--- config.mk ---
export PLATFORM = sky130hd
export DESIGN_NAME = elastic_read_ctrl
export DESIGN_NICKNAME = d
export VERILOG_FILES = /design/src/rtl/elastic_pkg.sv /design/src/rtl/gray_ptr_sync.sv /design/src/rtl/elastic_read_ctrl.sv
export SDC_FILE = /design/constraint.sdc
export NUM_CORES = 1
export LEC_CHECK = 0
export CAP_MARGIN = 25
export CORE_ASPECT_RATIO = 1.2
export CORE_MARGIN = 2
export CORE_UTILIZATION = 50
export CTS_BUF_LIST = sky130_fd_sc_hd__clkbuf_4 sky130_fd_sc_hd__clkbuf_8 sky130_fd_sc_hd__clkbuf_16
export DETAILED_ROUTE_END_ITERATION = 8
export PLACE_DENSITY = 0.86
export SLEW_MARGIN = 25
export SYNTH_ARGS = -nofsm -noshare
export SYNTH_HDL_FRONTEND = slang
export SYNTH_SLANG_ARGS = --single-unit
--- constraint.sdc ---
create_clock -name read_clk -period 4.4 [get_ports read_clk]
set_input_delay 0.88 -clock read_clk [delete_from_list [all_inputs] [get_ports read_clk]]
set_output_delay 0.88 -clock read_clk [all_outputs]
set_load 0.01 [all_outputs]
--- src/rtl/elastic_pkg.sv ---
// elastic_pkg: SKP symbol constants, read-controller state type and address-width helper.
package elastic_pkg;
    localparam logic [9:0] SKP_RDN = 10'h0F4;
    localparam logic [9:0] SKP_RDP = 10'h30B;

    typedef enum logic [1:0] {FILL, RUN, INSERT} state_e;

    function automatic int addr_w(input int depth);
        return $clog2(depth);
    endfunction
endpackage

--- src/rtl/gray_ptr_sync.sv ---
// gray_ptr_sync: two-flop synchronizer for a Gray pointer followed by Gray-to-binary conversion.
module gray_ptr_sync #(
    parameter int W = 5
) (
    input  logic         clk,
    input  logic         rst_n,
    input  logic [W-1:0] gray_i,
    output logic [W-1:0] bin_o
);
    logic [W-1:0] s1_q, s2_q;

    always_ff @(posedge clk or negedge rst_n) begin
        if (!rst_n) begin
            s1_q <= '0;
            s2_q <= '0;
        end else begin
            s1_q <= gray_i;
            s2_q <= s1_q;
        end
    end

    always_comb begin
        bin_o = '0;
        for (int i = 0; i < W; i++) bin_o[i] = ^(s2_q >> i);
    end
endmodule

--- src/rtl/elastic_read_ctrl.sv ---
// elastic_read_ctrl: read side of an elastic buffer with FILL/RUN control and optional SKP insertion.
// Define ELASTIC_SKP_INSERT_EN to enable the INSERT state and the skp_added pulse.
module elastic_read_ctrl
    import elastic_pkg::*;
#(
    parameter int                    DATA_WIDTH   = 10,
    parameter int                    BUFFER_DEPTH = 16,
    parameter int                    LOW_WM       = 4,
    parameter logic [DATA_WIDTH-1:0] SKP_SYMBOL   = DATA_WIDTH'(SKP_RDN),
    localparam int                   ADDR         = addr_w(BUFFER_DEPTH)
) (
    input  logic                  read_clk,
    input  logic                  rst_n,
    input  logic [ADDR:0]         write_ptr_gray,
    input  logic [DATA_WIDTH-1:0] mem_data,
    output logic [ADDR-1:0]       read_pointer,
    output logic [ADDR:0]         read_ptr_gray,
    output logic                  rd_en,
    output logic                  empty,
    output logic [DATA_WIDTH-1:0] rx_data,
    output logic                  rx_valid,
    output logic                  skp_added,
    output logic                  underflow
);
`ifdef ELASTIC_SKP_INSERT_EN
    localparam bit INS_EN = 1'b1;
`else
    localparam bit INS_EN = 1'b0;
`endif
    localparam logic [ADDR:0] HALF  = (ADDR+1)'(BUFFER_DEPTH / 2);
    localparam logic [ADDR:0] LOW_C = (ADDR+1)'(LOW_WM);

    state_e                state_q, state_d;
    logic [ADDR:0]         wptr_bin, fill, rptr_q, rptr_inc, rgray_q;
    logic                  mv_q, skid_v_q, rx_valid_q, under_q, is_skp, ins_go, hold;
    logic [DATA_WIDTH-1:0] skid_q, rx_data_q;

    gray_ptr_sync #(.W(ADDR + 1)) u_sync (
        .clk    (read_clk),
        .rst_n  (rst_n),
        .gray_i (write_ptr_gray),
        .bin_o  (wptr_bin)
    );

    assign fill     = wptr_bin - rptr_q;
    assign empty    = fill == '0;
    assign rptr_inc = rptr_q + (ADDR+1)'(1);
    assign is_skp   = rx_valid_q && (rx_data_q == SKP_SYMBOL || rx_data_q == DATA_WIDTH'(SKP_RDP));
    assign ins_go   = INS_EN && is_skp && fill <= LOW_C;
    // Freeze the output register for the repeat; a word already leaving memory parks in the skid slot.
    assign hold     = state_q == RUN && !empty && ins_go;

    always_ff @(posedge read_clk or negedge rst_n) begin
        if (!rst_n) state_q <= FILL;
        else        state_q <= state_d;
    end

    always_comb begin
        state_d = state_q == FILL ? (fill >= HALF ? RUN : FILL) :
                  state_q == RUN  ? (empty ? FILL : ins_go ? INSERT : RUN) : RUN;
    end

    always_comb begin
        rd_en     = state_q == RUN && !empty;
        skp_added = INS_EN && state_q == INSERT;
    end

    always_ff @(posedge read_clk or negedge rst_n) begin
        if (!rst_n) begin
            rptr_q     <= '0;
            rgray_q    <= '0;
            mv_q       <= 1'b0;
            skid_q     <= '0;
            skid_v_q   <= 1'b0;
            rx_data_q  <= '0;
            rx_valid_q <= 1'b0;
            under_q    <= 1'b0;
        end else begin
            mv_q <= rd_en;
            if (rd_en) begin
                rptr_q  <= rptr_inc;
                rgray_q <= rptr_inc ^ (rptr_inc >> 1);
            end
            if (state_q == RUN && empty) under_q <= 1'b1;
            if (hold) begin
                if (mv_q) begin
                    skid_q   <= mem_data;
                    skid_v_q <= 1'b1;
                end
            end else begin
                rx_valid_q <= skid_v_q || mv_q;
                if (skid_v_q || mv_q) rx_data_q <= skid_v_q ? skid_q : mem_data;
                skid_q     <= mem_data;
                skid_v_q   <= skid_v_q && mv_q;
            end
        end
    end

    assign read_pointer  = rptr_q[ADDR-1:0];
    assign read_ptr_gray = rgray_q;
    assign rx_data       = rx_data_q;
    assign rx_valid      = rx_valid_q;
    assign underflow     = under_q;
endmodule
==> results by group <==
Die
  – Core ar.: 3370 um^2
  – Top-Level Pins: 41
  – Row cnt: 23
  – Die footprint: 4060 um^2
  – Die Wd: 58.5 um
  – Die H: 69.4 um
  – Starting Density: 53.0%

Clock network
  – Setup bufs post-CTS: 0
  – Clk sink count: 44
  – Clock Latency Late Sink: 300 ps
  – CTS clk-pin slew, worst paths: 80 ps
  – Clock root cell: clkbuf_8
  – CTS buffer count: 5
  – CTS tree: built
  – Clk buf depth: 2
  – Number of hold buffers added after cts: 0
  – # resized after CTS: 0
  – H-Tree Depth: 2

Setup path
  – Setup crit start kind: flop
  – Most frequent CP cell: xor2_1
  – Crit path arrival time: 3260 ps
  – Crit Path Category: flop to output pin
  – CP required: 3520 ps
  – CP delay by family, top: XOR/XNOR gates
  – Worst path slowest cell: clkdlybuf4s50_1
  – Max incr delay on CP: 540 ps
  – CP Cell Sequence: xor2_1 -> xor2_1 -> xor2_1 -> xnor2_1 -> ha_1 -> nand3b_1 -> and4_4 -> o2111ai_4 -> nand2_4 -> inv_1 -> clkdlybuf4s50_1
  – Crit-path max FO: 7
  – Buf/Inv on CP: 2
  – Setup crit end kind: output pin

GRT
  – Largest net degree at the start of global routing: 45
  – All-Layer GR Usage: 17.0%
  – First-pass GRT wire length: 5.15 mm
  – Initial antenna violation count: 0
  – Grt ovf: 0
  – Vias in the first global route: 1179

Placed design
  – HPWL after DPL: 2.12 mm
  – # placed instances: 204
  – Placed Area: 2190 um^2
  – Final Wtd Congestion: 0.759
  – PortBufs: 39

Finish
  – Cell area after layout: 2300 um^2
  – Layout cells sized above 1: 10.3%
  – Area grow syn2layout: 28.8%
  – Post-layout nets: 196
  – ANT cells: 0
  – Layout fillers: 256
  – Post-Layout Cell Count: 212

Timing
  – Final Hold Viols: 0
  – Minimum clock period: 4140 ps
  – Setup TNS: 0 ps
  – Slew Viols, Final: 0
  – Worst relative slew slack: 62.1%
  – Fmax: 0.242 GHz
  – Hold WS: 346 ps
  – Max Clock Skew: 7.06 ps
  – Least-Margin Pin Slew: 568 ps
  – Setup violators final: 0
  – RSZ-0062 raised after global routing: no
  – Fin crit share: 94.0%

Pwr
  – Static Leak: 1.04 nW
  – Worst VDD drop: 0.462 mV
  – Cell area power density: 653 nW/um^2
  – Final Power: 1.50 mW

Synthesis
  – Post-synth EDFFs: 0
  – Synth area leader: dfrtp_1
  – Post-Syn Area: 1780 um^2
  – Synth cell count leaders: dfrtp_1 (44), xnor2_1 (11), mux2i_1 (10), nand2_1 (10), o21ai_0 (10)
  – Synth top area share: 61.7%
  – Post-synthesis sequential area ratio: 61.7%
  – Netlist cell types: 29
  – Asr flop ratio synth: 100%
  – Synth area leaders: dfrtp_1 (62%), mux2i_1 (5.6%), xnor2_1 (5.4%)
  – Syn Nets: 155
  – Count leader, synth: dfrtp_1
  – Primary FF master, synth: dfrtp_1
  – Synth Register Bits: 44
  – Ys Warns: 0
  – Mapped Cells: 133
  – Synthesized area per cell: 13.4 um^2

Flow run
  – Count of maximum capacitance violations: 0

Detailed routing
  – Drt pass-1 iters: 4
  – DRT iter0 DRCs: 33
  – Routed Antenna Nets: 0
  – DR DRC count: 0
  – Vias: 1109
  – Routed wire length: 2.97 mm
  – Vias per cell: 5.23
  – Drt wl/cell: 14.0 um

Min path
  – Min-Delay Path Class: flop to flop

Run status
  – Status: finished clean
## path summary, 6_finish.rpt
kind | from | endpoint | slack (ps) | depth (start not counted)
hold / removal | u_sync.s1_q[1] | u_sync.s2_q[1] | 350 | 0
hold reg to reg | u_sync.s1_q[1] | u_sync.s2_q[1] | 350 | 0
setup reg to reg | u_sync.s2_q[4] | read_ptr_gray[0] | 1610 | 10
setup / recovery | u_sync.s2_q[4] | rd_en | 260 | 11
min in group asynchronous | rst_n | u_sync.s2_q[3] | 560 | 1
max in group asynchronous | rst_n | rx_data[0] | 3490 | 1
## metrics by stage
stage / setup slack, ps / utilization [%]
after floorplan: 1200 / -
after global placement: 620 / 65.1
after detailed placement: 521 / 65.1
after CTS: 141 / 68.0
after global routing: 33.4 / 68.2
final: 262 / 68.2
## power breakdown
group          total [mW]  switching [mW]  internal, mW
logic               0.667           0.273         0.395
registers           0.566          0.0802         0.485
clock network       0.268           0.128         0.140
## logic make-up (layout without fill, tap and decap cells)
| group | after synthesis | in the layout | synth area share [%] |
|---|---|---|---|
| other | 1 | 1 | 0.210 |
| AO/OA/AOI/OAI | 17 | 17 | 6.45 |
| XOR/XNOR | 18 | 18 | 9.68 |
| buffers and inverters | 11 | 53 | 2.59 |
| flip-flops | 44 | 44 | 61.7 |
| AND/OR/NAND/NOR | 23 | 23 | 6.87 |
| multiplexers | 14 | 14 | 8.98 |
| adder cells (fa/ha/maj) | 5 | 5 | 3.51 |
## sequential cells by signal, summed over array words and instances, names as in the netlist
signal and cells:
rx_data 10, rx_valid 1, mv_q 1, read_ptr_gray 4
skid_v_q 1, rptr_q 5, skid_q 10, underflow 1
u_sync.s2_q 5, u_sync.s1_q 5, state_q 1
## layer usage
layer / GRT usage (%) / share of wire, % / vias to the layer above
li1: - / - / 524
met1: 19.9 / 41 / 543
met2: 26.6 / 50 / 35
met3: 6.90 / 6.7 / 7
met4: 8.27 / 2.4 / 0
met5: 0 / 0 / -
## cell usage in the layout, fill, tap and decap left out, types with 2 or more instances in the layout
cell type        instances
xor2_1                   6
clkbuf_4                 2
and3_1                   2
nand2_1                 10
ha_1                     5
o21ai_0                 10
nand3_1                  4
mux2i_1                 10
clkbuf_8                 6
a21o_1                   2
clkdlybuf4s50_1         38
dfrtp_1                 44
a21oi_1                  2
inv_1                    6
mux2_4                   4
xnor2_1                 11
## final cells by class
class	count	area, um^2	area share, %
multi-input combinational	78	642	27.9
timing repair buffer	39	388	16.9
tap	37	46.3	2.02
inverter	6	22.5	0.980
sequential	44	1100	47.9
clock buffer	8	97.6	4.25
## worst reg2reg max path, cell delays in order (launching register included)
cell       delay (ps)
dfrtp_1           420
xor2_1            240
xor2_1            260
xor2_1            250
xnor2_1           100
ha_1              200
nand3b_1          200
a211oi_2          310
o2111ai_4         210
nand2_4           190
mux2_4            310
Power figures use the tool's default switching activity.
